--- config.mk ---
export PLATFORM = sky130hd
export DESIGN_NAME = unified_mem_arbiter_flat
export DESIGN_NICKNAME = d
export VERILOG_FILES = /design/src/rtl/unified_mem_arbiter_pkg.sv /design/src/rtl/unified_mem_arbiter_if.sv /design/src/rtl/unified_mem_arbiter_access_timer.sv /design/src/rtl/unified_mem_arbiter.sv /design/src/flat_wrapper.sv
export SDC_FILE = /design/constraint.sdc
export NUM_CORES = 1
export LEC_CHECK = 0
export ABC_AREA = 1
export CAP_MARGIN = 20
export CORE_MARGIN = 8
export CORE_UTILIZATION = 30
export DETAILED_ROUTE_END_ITERATION = 16
export GPL_TIMING_DRIVEN = 1
export PLACE_DENSITY = 0.75
export SYNTH_ARGS = -nofsm -noshare
export SYNTH_HDL_FRONTEND = slang
export SYNTH_SLANG_ARGS = --single-unit
--- constraint.sdc ---
create_clock -name CLK -period 3.4 [get_ports CLK]
set_input_delay 0.51 -clock CLK [delete_from_list [all_inputs] [get_ports CLK]]
set_output_delay 0.51 -clock CLK [all_outputs]
set_load 0.01 [all_outputs]
--- src/rtl/unified_mem_arbiter_pkg.sv ---
// Shared types and constants for the unified instruction/data RAM arbiter.
package cpu_pkg;

  typedef enum logic [1:0] {
    IDLE     = 2'd0,
    BUSY_IF  = 2'd1,
    BUSY_MEM = 2'd2
  } arb_state_t;

  localparam logic [1:0] SZ_BYTE = 2'b00;
  localparam logic [1:0] SZ_HALF = 2'b01;
  localparam logic [1:0] SZ_WORD = 2'b10;

  localparam logic OWN_IF  = 1'b0;
  localparam logic OWN_MEM = 1'b1;

endpackage

--- src/rtl/unified_mem_arbiter_if.sv ---
// Fetch, data and RAM-side signals of the arbiter; slave = arbiter side.
interface unified_mem_arbiter_if #(
  parameter int ADDR_W = 8,
  parameter int DATA_W = 32
);
  logic              IF_REQ;
  logic [ADDR_W-1:0] IF_ADDR;
  logic              IF_FLUSH;
  logic              IF_GNT;
  logic [DATA_W-1:0] IF_RDATA;
  logic              IF_VALID;
  logic              IF_STALL;

  logic              MEM_REQ;
  logic              MEM_WE;
  logic [1:0]        MEM_SIZE;
  logic [ADDR_W-1:0] MEM_ADDR;
  logic [DATA_W-1:0] MEM_WDATA;
  logic [DATA_W-1:0] MEM_RDATA;
  logic              MEM_VALID;
  logic              MEM_STALL;

  logic              RAM_EN;
  logic              RAM_WE;
  logic [1:0]        RAM_SIZE;
  logic [ADDR_W-1:0] RAM_ADDR;
  logic [DATA_W-1:0] RAM_WDATA;
  logic [DATA_W-1:0] RAM_RDATA;

  modport slave (
    input  IF_REQ, IF_ADDR, IF_FLUSH,
    output IF_GNT, IF_RDATA, IF_VALID, IF_STALL,
    input  MEM_REQ, MEM_WE, MEM_SIZE, MEM_ADDR, MEM_WDATA,
    output MEM_RDATA, MEM_VALID, MEM_STALL,
    output RAM_EN, RAM_WE, RAM_SIZE, RAM_ADDR, RAM_WDATA,
    input  RAM_RDATA
  );

  modport master (
    output IF_REQ, IF_ADDR, IF_FLUSH,
    input  IF_GNT, IF_RDATA, IF_VALID, IF_STALL,
    output MEM_REQ, MEM_WE, MEM_SIZE, MEM_ADDR, MEM_WDATA,
    input  MEM_RDATA, MEM_VALID, MEM_STALL,
    input  RAM_EN, RAM_WE, RAM_SIZE, RAM_ADDR, RAM_WDATA,
    output RAM_RDATA
  );
endinterface

--- src/rtl/unified_mem_arbiter_access_timer.sv ---
// Loadable down-counter; done marks the last cycle of an in-flight access.
module access_timer #(
  parameter int CNT_W = 4
) (
  input  logic             CLK,
  input  logic             RST,
  input  logic             load,
  input  logic [CNT_W-1:0] load_val,
  output logic             done
);
  logic [CNT_W-1:0] cnt_q, cnt_d;

  always_comb begin
    cnt_d = cnt_q;
    if (load)              cnt_d = load_val;
    else if (cnt_q != '0)  cnt_d = cnt_q - 1'b1;
  end

  always_ff @(posedge CLK) begin
    if (!RST) cnt_q <= '0;
    else      cnt_q <= cnt_d;
  end

  assign done = (cnt_q == CNT_W'(1));
endmodule

--- src/rtl/unified_mem_arbiter.sv ---
// Single-port RAM arbiter between fetch (IF) and memory (MEM) stages with
// alternating tie priority, fixed-latency sequencing and registered completion.
module unified_mem_arbiter
  import cpu_pkg::*;
#(
  parameter int ADDR_W = 8,
  parameter int DATA_W = 32,
  parameter int LAT    = 2
) (
  input logic                   CLK,
  input logic                   RST,
  unified_mem_arbiter_if.slave  bus
);
  arb_state_t        state_q, state_d;
  logic              last_q, last_d;
  logic              discard_q, discard_d;
  logic              mem_wr_q, mem_wr_d;
  logic              if_valid_q, if_valid_d;
  logic              mem_valid_q, mem_valid_d;
  logic [DATA_W-1:0] if_rdata_q, if_rdata_d;
  logic [DATA_W-1:0] mem_rdata_q, mem_rdata_d;

  logic              if_req_m, mem_req_m;
  logic              gnt_if, gnt_mem;
  logic              tmr_load, tmr_done;
  logic [ADDR_W-1:0] ram_addr;

  access_timer #(.CNT_W(4)) u_timer (
    .CLK      (CLK),
    .RST      (RST),
    .load     (tmr_load),
    .load_val (4'(LAT - 1)),
    .done     (tmr_done)
  );

  // A requester completing this cycle is excluded so the other side can issue.
  assign if_req_m  = bus.IF_REQ  & ~if_valid_q;
  assign mem_req_m = bus.MEM_REQ & ~mem_valid_q;

  always_comb begin
    gnt_if  = 1'b0;
    gnt_mem = 1'b0;
    if (RST && state_q == IDLE) begin
      if (if_req_m && mem_req_m) begin
        if (last_q == OWN_IF) gnt_mem = 1'b1;
        else                  gnt_if  = 1'b1;
      end else if (if_req_m) begin
        gnt_if = 1'b1;
      end else if (mem_req_m) begin
        gnt_mem = 1'b1;
      end
    end
  end

  always_comb begin
    state_d     = state_q;
    last_d      = last_q;
    discard_d   = discard_q;
    mem_wr_d    = mem_wr_q;
    if_valid_d  = 1'b0;
    mem_valid_d = 1'b0;
    if_rdata_d  = if_rdata_q;
    mem_rdata_d = mem_rdata_q;
    tmr_load    = 1'b0;
    case (state_q)
      IDLE: begin
        if (gnt_if || gnt_mem) begin
          last_d   = gnt_mem ? OWN_MEM : OWN_IF;
          mem_wr_d = gnt_mem & bus.MEM_WE;
          if (LAT == 1) begin
            // Combinational-read RAM: capture at the end of the grant cycle.
            if (gnt_if) begin
              if (!bus.IF_FLUSH) begin
                if_valid_d = 1'b1;
                if_rdata_d = bus.RAM_RDATA;
              end
            end else begin
              mem_valid_d = 1'b1;
              if (!bus.MEM_WE) mem_rdata_d = bus.RAM_RDATA;
            end
          end else begin
            state_d   = gnt_if ? BUSY_IF : BUSY_MEM;
            tmr_load  = 1'b1;
            discard_d = gnt_if & bus.IF_FLUSH;
          end
        end
      end
      BUSY_IF: begin
        if (bus.IF_FLUSH) discard_d = 1'b1;
        if (tmr_done) begin
          state_d   = IDLE;
          discard_d = 1'b0;
          if (!(discard_q || bus.IF_FLUSH)) begin
            if_valid_d = 1'b1;
            if_rdata_d = bus.RAM_RDATA;
          end
        end
      end
      BUSY_MEM: begin
        if (tmr_done) begin
          state_d     = IDLE;
          mem_valid_d = 1'b1;
          if (!mem_wr_q) mem_rdata_d = bus.RAM_RDATA;
        end
      end
      default: state_d = IDLE;
    endcase
  end

  always_ff @(posedge CLK) begin
    if (!RST) begin
      state_q     <= IDLE;
      last_q      <= OWN_IF;
      discard_q   <= 1'b0;
      mem_wr_q    <= 1'b0;
      if_valid_q  <= 1'b0;
      mem_valid_q <= 1'b0;
      if_rdata_q  <= '0;
      mem_rdata_q <= '0;
    end else begin
      state_q     <= state_d;
      last_q      <= last_d;
      discard_q   <= discard_d;
      mem_wr_q    <= mem_wr_d;
      if_valid_q  <= if_valid_d;
      mem_valid_q <= mem_valid_d;
      if_rdata_q  <= if_rdata_d;
      mem_rdata_q <= mem_rdata_d;
    end
  end

  always_comb begin
    ram_addr = '0;
    if (gnt_if)       ram_addr = bus.IF_ADDR;
    else if (gnt_mem) ram_addr = bus.MEM_ADDR;
  end

  assign bus.RAM_EN    = gnt_if | gnt_mem;
  assign bus.RAM_WE    = gnt_mem & bus.MEM_WE;
  assign bus.RAM_SIZE  = gnt_if ? SZ_WORD : (gnt_mem ? bus.MEM_SIZE : 2'b00);
  assign bus.RAM_ADDR  = ram_addr;
  assign bus.RAM_WDATA = gnt_mem ? bus.MEM_WDATA : '0;

  assign bus.IF_GNT    = gnt_if;
  assign bus.IF_VALID  = if_valid_q;
  assign bus.IF_RDATA  = if_rdata_q;
  assign bus.IF_STALL  = bus.IF_REQ & ~if_valid_q & ~bus.IF_FLUSH;
  assign bus.MEM_VALID = mem_valid_q;
  assign bus.MEM_RDATA = mem_rdata_q;
  assign bus.MEM_STALL = bus.MEM_REQ & ~mem_valid_q;
endmodule

--- src/flat_wrapper.sv ---
// flat-port wrapper written by rule: the top's interface ports become plain ports
module unified_mem_arbiter_flat import cpu_pkg::*;
#(
  parameter int ADDR_W = 8,
  parameter int DATA_W = 32,
  parameter int LAT    = 2
)
  (CLK, RST, bus_IF_REQ, bus_IF_ADDR, bus_IF_FLUSH, bus_IF_GNT, bus_IF_RDATA, bus_IF_VALID, bus_IF_STALL, bus_MEM_REQ, bus_MEM_WE, bus_MEM_SIZE, bus_MEM_ADDR, bus_MEM_WDATA, bus_MEM_RDATA, bus_MEM_VALID, bus_MEM_STALL, bus_RAM_EN, bus_RAM_WE, bus_RAM_SIZE, bus_RAM_ADDR, bus_RAM_WDATA, bus_RAM_RDATA);
  unified_mem_arbiter_if #(.ADDR_W(ADDR_W), .DATA_W(DATA_W)) bus_i ();
  input logic CLK;
  input logic RST;
  input wire logic [$bits(bus_i.IF_REQ)-1:0] bus_IF_REQ;
  input wire logic [$bits(bus_i.IF_ADDR)-1:0] bus_IF_ADDR;
  input wire logic [$bits(bus_i.IF_FLUSH)-1:0] bus_IF_FLUSH;
  output wire logic [$bits(bus_i.IF_GNT)-1:0] bus_IF_GNT;
  output wire logic [$bits(bus_i.IF_RDATA)-1:0] bus_IF_RDATA;
  output wire logic [$bits(bus_i.IF_VALID)-1:0] bus_IF_VALID;
  output wire logic [$bits(bus_i.IF_STALL)-1:0] bus_IF_STALL;
  input wire logic [$bits(bus_i.MEM_REQ)-1:0] bus_MEM_REQ;
  input wire logic [$bits(bus_i.MEM_WE)-1:0] bus_MEM_WE;
  input wire logic [$bits(bus_i.MEM_SIZE)-1:0] bus_MEM_SIZE;
  input wire logic [$bits(bus_i.MEM_ADDR)-1:0] bus_MEM_ADDR;
  input wire logic [$bits(bus_i.MEM_WDATA)-1:0] bus_MEM_WDATA;
  output wire logic [$bits(bus_i.MEM_RDATA)-1:0] bus_MEM_RDATA;
  output wire logic [$bits(bus_i.MEM_VALID)-1:0] bus_MEM_VALID;
  output wire logic [$bits(bus_i.MEM_STALL)-1:0] bus_MEM_STALL;
  output wire logic [$bits(bus_i.RAM_EN)-1:0] bus_RAM_EN;
  output wire logic [$bits(bus_i.RAM_WE)-1:0] bus_RAM_WE;
  output wire logic [$bits(bus_i.RAM_SIZE)-1:0] bus_RAM_SIZE;
  output wire logic [$bits(bus_i.RAM_ADDR)-1:0] bus_RAM_ADDR;
  output wire logic [$bits(bus_i.RAM_WDATA)-1:0] bus_RAM_WDATA;
  input wire logic [$bits(bus_i.RAM_RDATA)-1:0] bus_RAM_RDATA;
  assign bus_i.IF_REQ = bus_IF_REQ;
  assign bus_i.IF_ADDR = bus_IF_ADDR;
  assign bus_i.IF_FLUSH = bus_IF_FLUSH;
  assign bus_IF_GNT = bus_i.IF_GNT;
  assign bus_IF_RDATA = bus_i.IF_RDATA;
  assign bus_IF_VALID = bus_i.IF_VALID;
  assign bus_IF_STALL = bus_i.IF_STALL;
  assign bus_i.MEM_REQ = bus_MEM_REQ;
  assign bus_i.MEM_WE = bus_MEM_WE;
  assign bus_i.MEM_SIZE = bus_MEM_SIZE;
  assign bus_i.MEM_ADDR = bus_MEM_ADDR;
  assign bus_i.MEM_WDATA = bus_MEM_WDATA;
  assign bus_MEM_RDATA = bus_i.MEM_RDATA;
  assign bus_MEM_VALID = bus_i.MEM_VALID;
  assign bus_MEM_STALL = bus_i.MEM_STALL;
  assign bus_RAM_EN = bus_i.RAM_EN;
  assign bus_RAM_WE = bus_i.RAM_WE;
  assign bus_RAM_SIZE = bus_i.RAM_SIZE;
  assign bus_RAM_ADDR = bus_i.RAM_ADDR;
  assign bus_RAM_WDATA = bus_i.RAM_WDATA;
  assign bus_i.RAM_RDATA = bus_RAM_RDATA;
  unified_mem_arbiter #(.ADDR_W(ADDR_W), .DATA_W(DATA_W), .LAT(LAT)) u_core (.CLK(CLK), .RST(RST), .bus(bus_i));
endmodule
==> metrics.md <==
| Metric | Value |
|---|---|
| Fmax | `0.323 GHz` |
| Mapped Nets | `560` |
| Initial core utilization | `between 30% and 40%` |
| FF/Latch Area | `around 1500 um^2` |
| Worst Path Buf+Inv | `4` |
| Max transition margin | `60.9%` |
| GPL Wtd Cong | `about 0.87` |
| Crit-path cells | `clkdlybuf4s50_1, inv_1, nor2_1, nand3_4, clkinv_1, nand2_1, nand2_1, clkdlybuf4s50_1` |
| CTS Buf Count | `9` |
| Synth Area in Adders | `between 2 and 2.5%` |
| Post-synth EDFFs | `0` |
| XOR/XNOR Fraction of Synth Area | `less than 1%` |
| Hold Path Origin | `u_core.bus.MEM_RDATA[3]$_SDFFE_PN0P_` |
| Clock Latency Late Sink | `0.35 ns` |
| H-tree levels | `3` |
| Leakage | `approximately 2.3 nW` |
| Row cnt | `38` |
| Startpoint Class | `input port` |
| Layout cells sized above 1 | `under 10%` |
| DR WL/cell | `roughly 15 um` |
| Reg2reg setup slack | `1.36 ns` |
| Status | `finished clean` |
| Layout area overhead | `69.9%` |
| Reg2reg path depth | `8` |
| Hpwl dp | `around 9.3 mm` |
| Design Power | `roughly 3.2 mW` |
| Mux contribution to synthesized area | `0%` |
| Post-synth ARST share | `0%` |
| Initial DRC count | `150` |
| RSZ-0062 raised after global routing | `no` |
| Most common flop cell mapped by yosys | `dfxtp_1` |
| Worst-Margin Slew | `approximately 0.59 ns` |
| Core ar. | `around 11000 um^2` |
| Area contributors post-synth | `dfxtp_1 (46%), nor2_1 (20%), o21ai_0 (9.7%), inv_1 (5.7%), nand2_1 (5.1%)` |
| PwrDens | `about 580 nW/um^2` |
| Synth Area in Simple Gates | `roughly 29%` |
| TNS Setup | `0 ns` |
| Cell Area, Synth | `about 3300 um^2` |
| Count of hold-fix buffers inserted at cts | `0` |
| Largest net degree at the start of global routing | `between 70 and 80` |
| Final period util | `about nine tenths` |
| Final worst slack | `around 0.31 ns` |
| Clk sinks | `75` |
| Setup Skew | `between 0.007 and 0.008 ns` |
| Pre-CTS setup slack | `0.326 ns` |
| I/O Buffers | `200` |
| # IOs | `201` |
| Clk buf depth | `2` |
| Top delay family on crit path | `buffers and inverters` |
| # resized after CTS | `0` |
| Routed Antenna Nets | `0` |
| Final WL | `around 12 mm` |
| Worst-path clk slew | `approximately 0.080 ns` |
| #FFs+latches synth | `75` |
| Congestion Overflow GR | `0` |
| Crit-path slowest cell | `clkdlybuf4s50_1` |
| Required @ worst endpoint | `approximately 2.9 ns` |
| CTS tree | `done` |
| Crit path arrival time | `between 2 and 3 ns` |
| Critical path type | `input port to output port` |
| Worst Hold Path Cells | `2` |
| R2R Path End | `u_core.bus.MEM_RDATA[18]$_SDFFE_PN0P_` |
| Fin. max-slew vios | `0` |
| Crit path capture type | `output port` |
| Hold Path Class | `register to register` |
| Die Width | `120 um` |
| Post-synth top area cell | `dfxtp_1` |
| Syn Inst Count | `~470` |
| GRT Overall Usage | `between 15 and 20%` |
| Setup violators final | `0` |
| Via density | `4.46` |
| Final critical-path required period | `3.09 ns` |
| DIE HEIGHT | `~120 um` |
| Most common cell in the netlist | `nor2_1` |
| Largest family of logic cells by synthesized area | `simple AND/OR/NAND/NOR gates` |
| First-pass GRT wire length | `~19 mm` |
| Hold Path Sink | `u_core.bus.MEM_RDATA[3]$_SDFFE_PN0P_` |
| Setup bufs post-CTS | `0` |
| Sequential fraction of the synthesis area | `between 40% and 50%` |
| Crit-path max cell delay | `around 0.56 ns` |
| Via count | `around 3600` |
| Core Util, Final | `between 50 and 60%` |
| NumNets Final | `around 750` |
| Yosys synthesis warning count | `0` |
| Fill count | `approximately 1000` |
| CP max FO | `30` |
| DRC viols | `0` |
| Most instantiated cells after synthesis | `nor2_1 (172), dfxtp_1 (75), o21ai_0 (63)` |
| Clock Tree Root | `clkbuf_8` |
| Die Area | `14400 um^2` |
| Peak supply drop | `between 0.0003 and 0.0004 V` |
| TritonRoute pass-1 iters | `5` |
| Post-synth top area share | `~46%` |
| MaxCap Viol Count | `0` |
| Area of the multi-input gates | `~1400 um^2` |
| FF-to-FF Start | `u_core.u_timer.cnt_q[1]$_SDFFE_PP0P_` |
| Synth Area in Compound Gates | `a little under an eighth` |
| Number of global-route vias before repair | `approximately 3500` |
| Syn_area_per_cell | `roughly 7.0 um^2` |
| Synth cell types | `26` |
| Final count of hold timing violations | `0` |
| Antenna violations before repair | `1` |
==> layout make-up <==
type	instances	share of cell area, %
repair buffers	202	36.4
clock inverters	7	1.79
multi-input cells	315	25.4
flip-flops and latches	75	27.2
diodes	1	0.0453
well taps	140	3.17
clock buffers	9	2.24
inverters	54	3.78
==> sequential cells by signal (all words and copies together) (netlist names) <==
name,count
u_core.bus.IF_RDATA,32
u_core.bus.MEM_RDATA,32
u_core.u_timer.cnt_q,4
u_core.state_q,2
u_core.bus.IF_VALID,1
u_core.bus.MEM_VALID,1
u_core.discard_q,1
u_core.last_q,1
u_core.mem_wr_q,1
==> layout by cell type (no fill, tap or decap), types with 3 or more instances in the layout <==
cell type	instances
dfxtp_1	75
a21oi_1	6
ha_1	6
clkinv_2	3
clkbuf_8	9
clkdlybuf4s50_1	199
nor2_1	172
inv_1	49
o21ai_1	3
o21ai_0	63
nand2_1	44
nand3_1	9
==> per-layer routing <==
metal / wire [um] / track usage [%]
met1: 4510 / 16.5
met2: 5610 / 26.9
met3: 1600 / 8.64
met4: 237 / 6.79
met5: 0 / 0
==> tightest hold or removal path, delay by kind of cell (launching register included) <==
kind,cells,cell delay [ns]
and+or+nand+nor,2,0.12
DFF,1,0.33
==> metrics by stage <==
stage	cells	instance area, um^2	hold WS [ns]
6_report	803	5520	0.483
5_1_grt	803	5520	0.510
4_1_cts	802	5520	0.486
3_5_place_dp	786	5300	0.470
3_3_place_gp	786	5300	0.460
2_1_floorplan	466	3250	0.457
==> worst max path at each step <==
stage               cells past startpoint               end                           start  slack [ns]
floorplan                               5  bus_RAM_WDATA[0]                     bus_MEM_REQ        1.54
CTS                                     8   bus_RAM_ADDR[7]                     bus_MEM_REQ        0.32
finish                                  8   bus_RAM_ADDR[7]                     bus_MEM_REQ        0.31
global placement                        8   bus_RAM_SIZE[1]                     bus_MEM_REQ        0.40
detailed placement                      8   bus_RAM_ADDR[7]                     bus_MEM_REQ        0.33
global route                            9   bus_RAM_ADDR[2]  u_core.state_q[0]$_SDFFE_PN0P_        0.12
==> cell families (layout without fill, tap and decap cells) <==
family          after synthesis  in the layout
fa+ha+maj                     6              6
flops                        75             75
compound gates               73             73
other cells                   0              1
xor+xnor                      1              1
buf+inv                      76            272
simple gates                235            235
==> power by group <==
group          internal, mW  leakage, nW  total (mW)  switching, mW
Combinational         0.635         1.54        1.32          0.686
Clock                 0.420        0.116       0.774          0.355
Sequential             1.02        0.607        1.11         0.0843
Total                  2.08         2.26        3.20           1.12
Power figures use the tool's default switching activity.
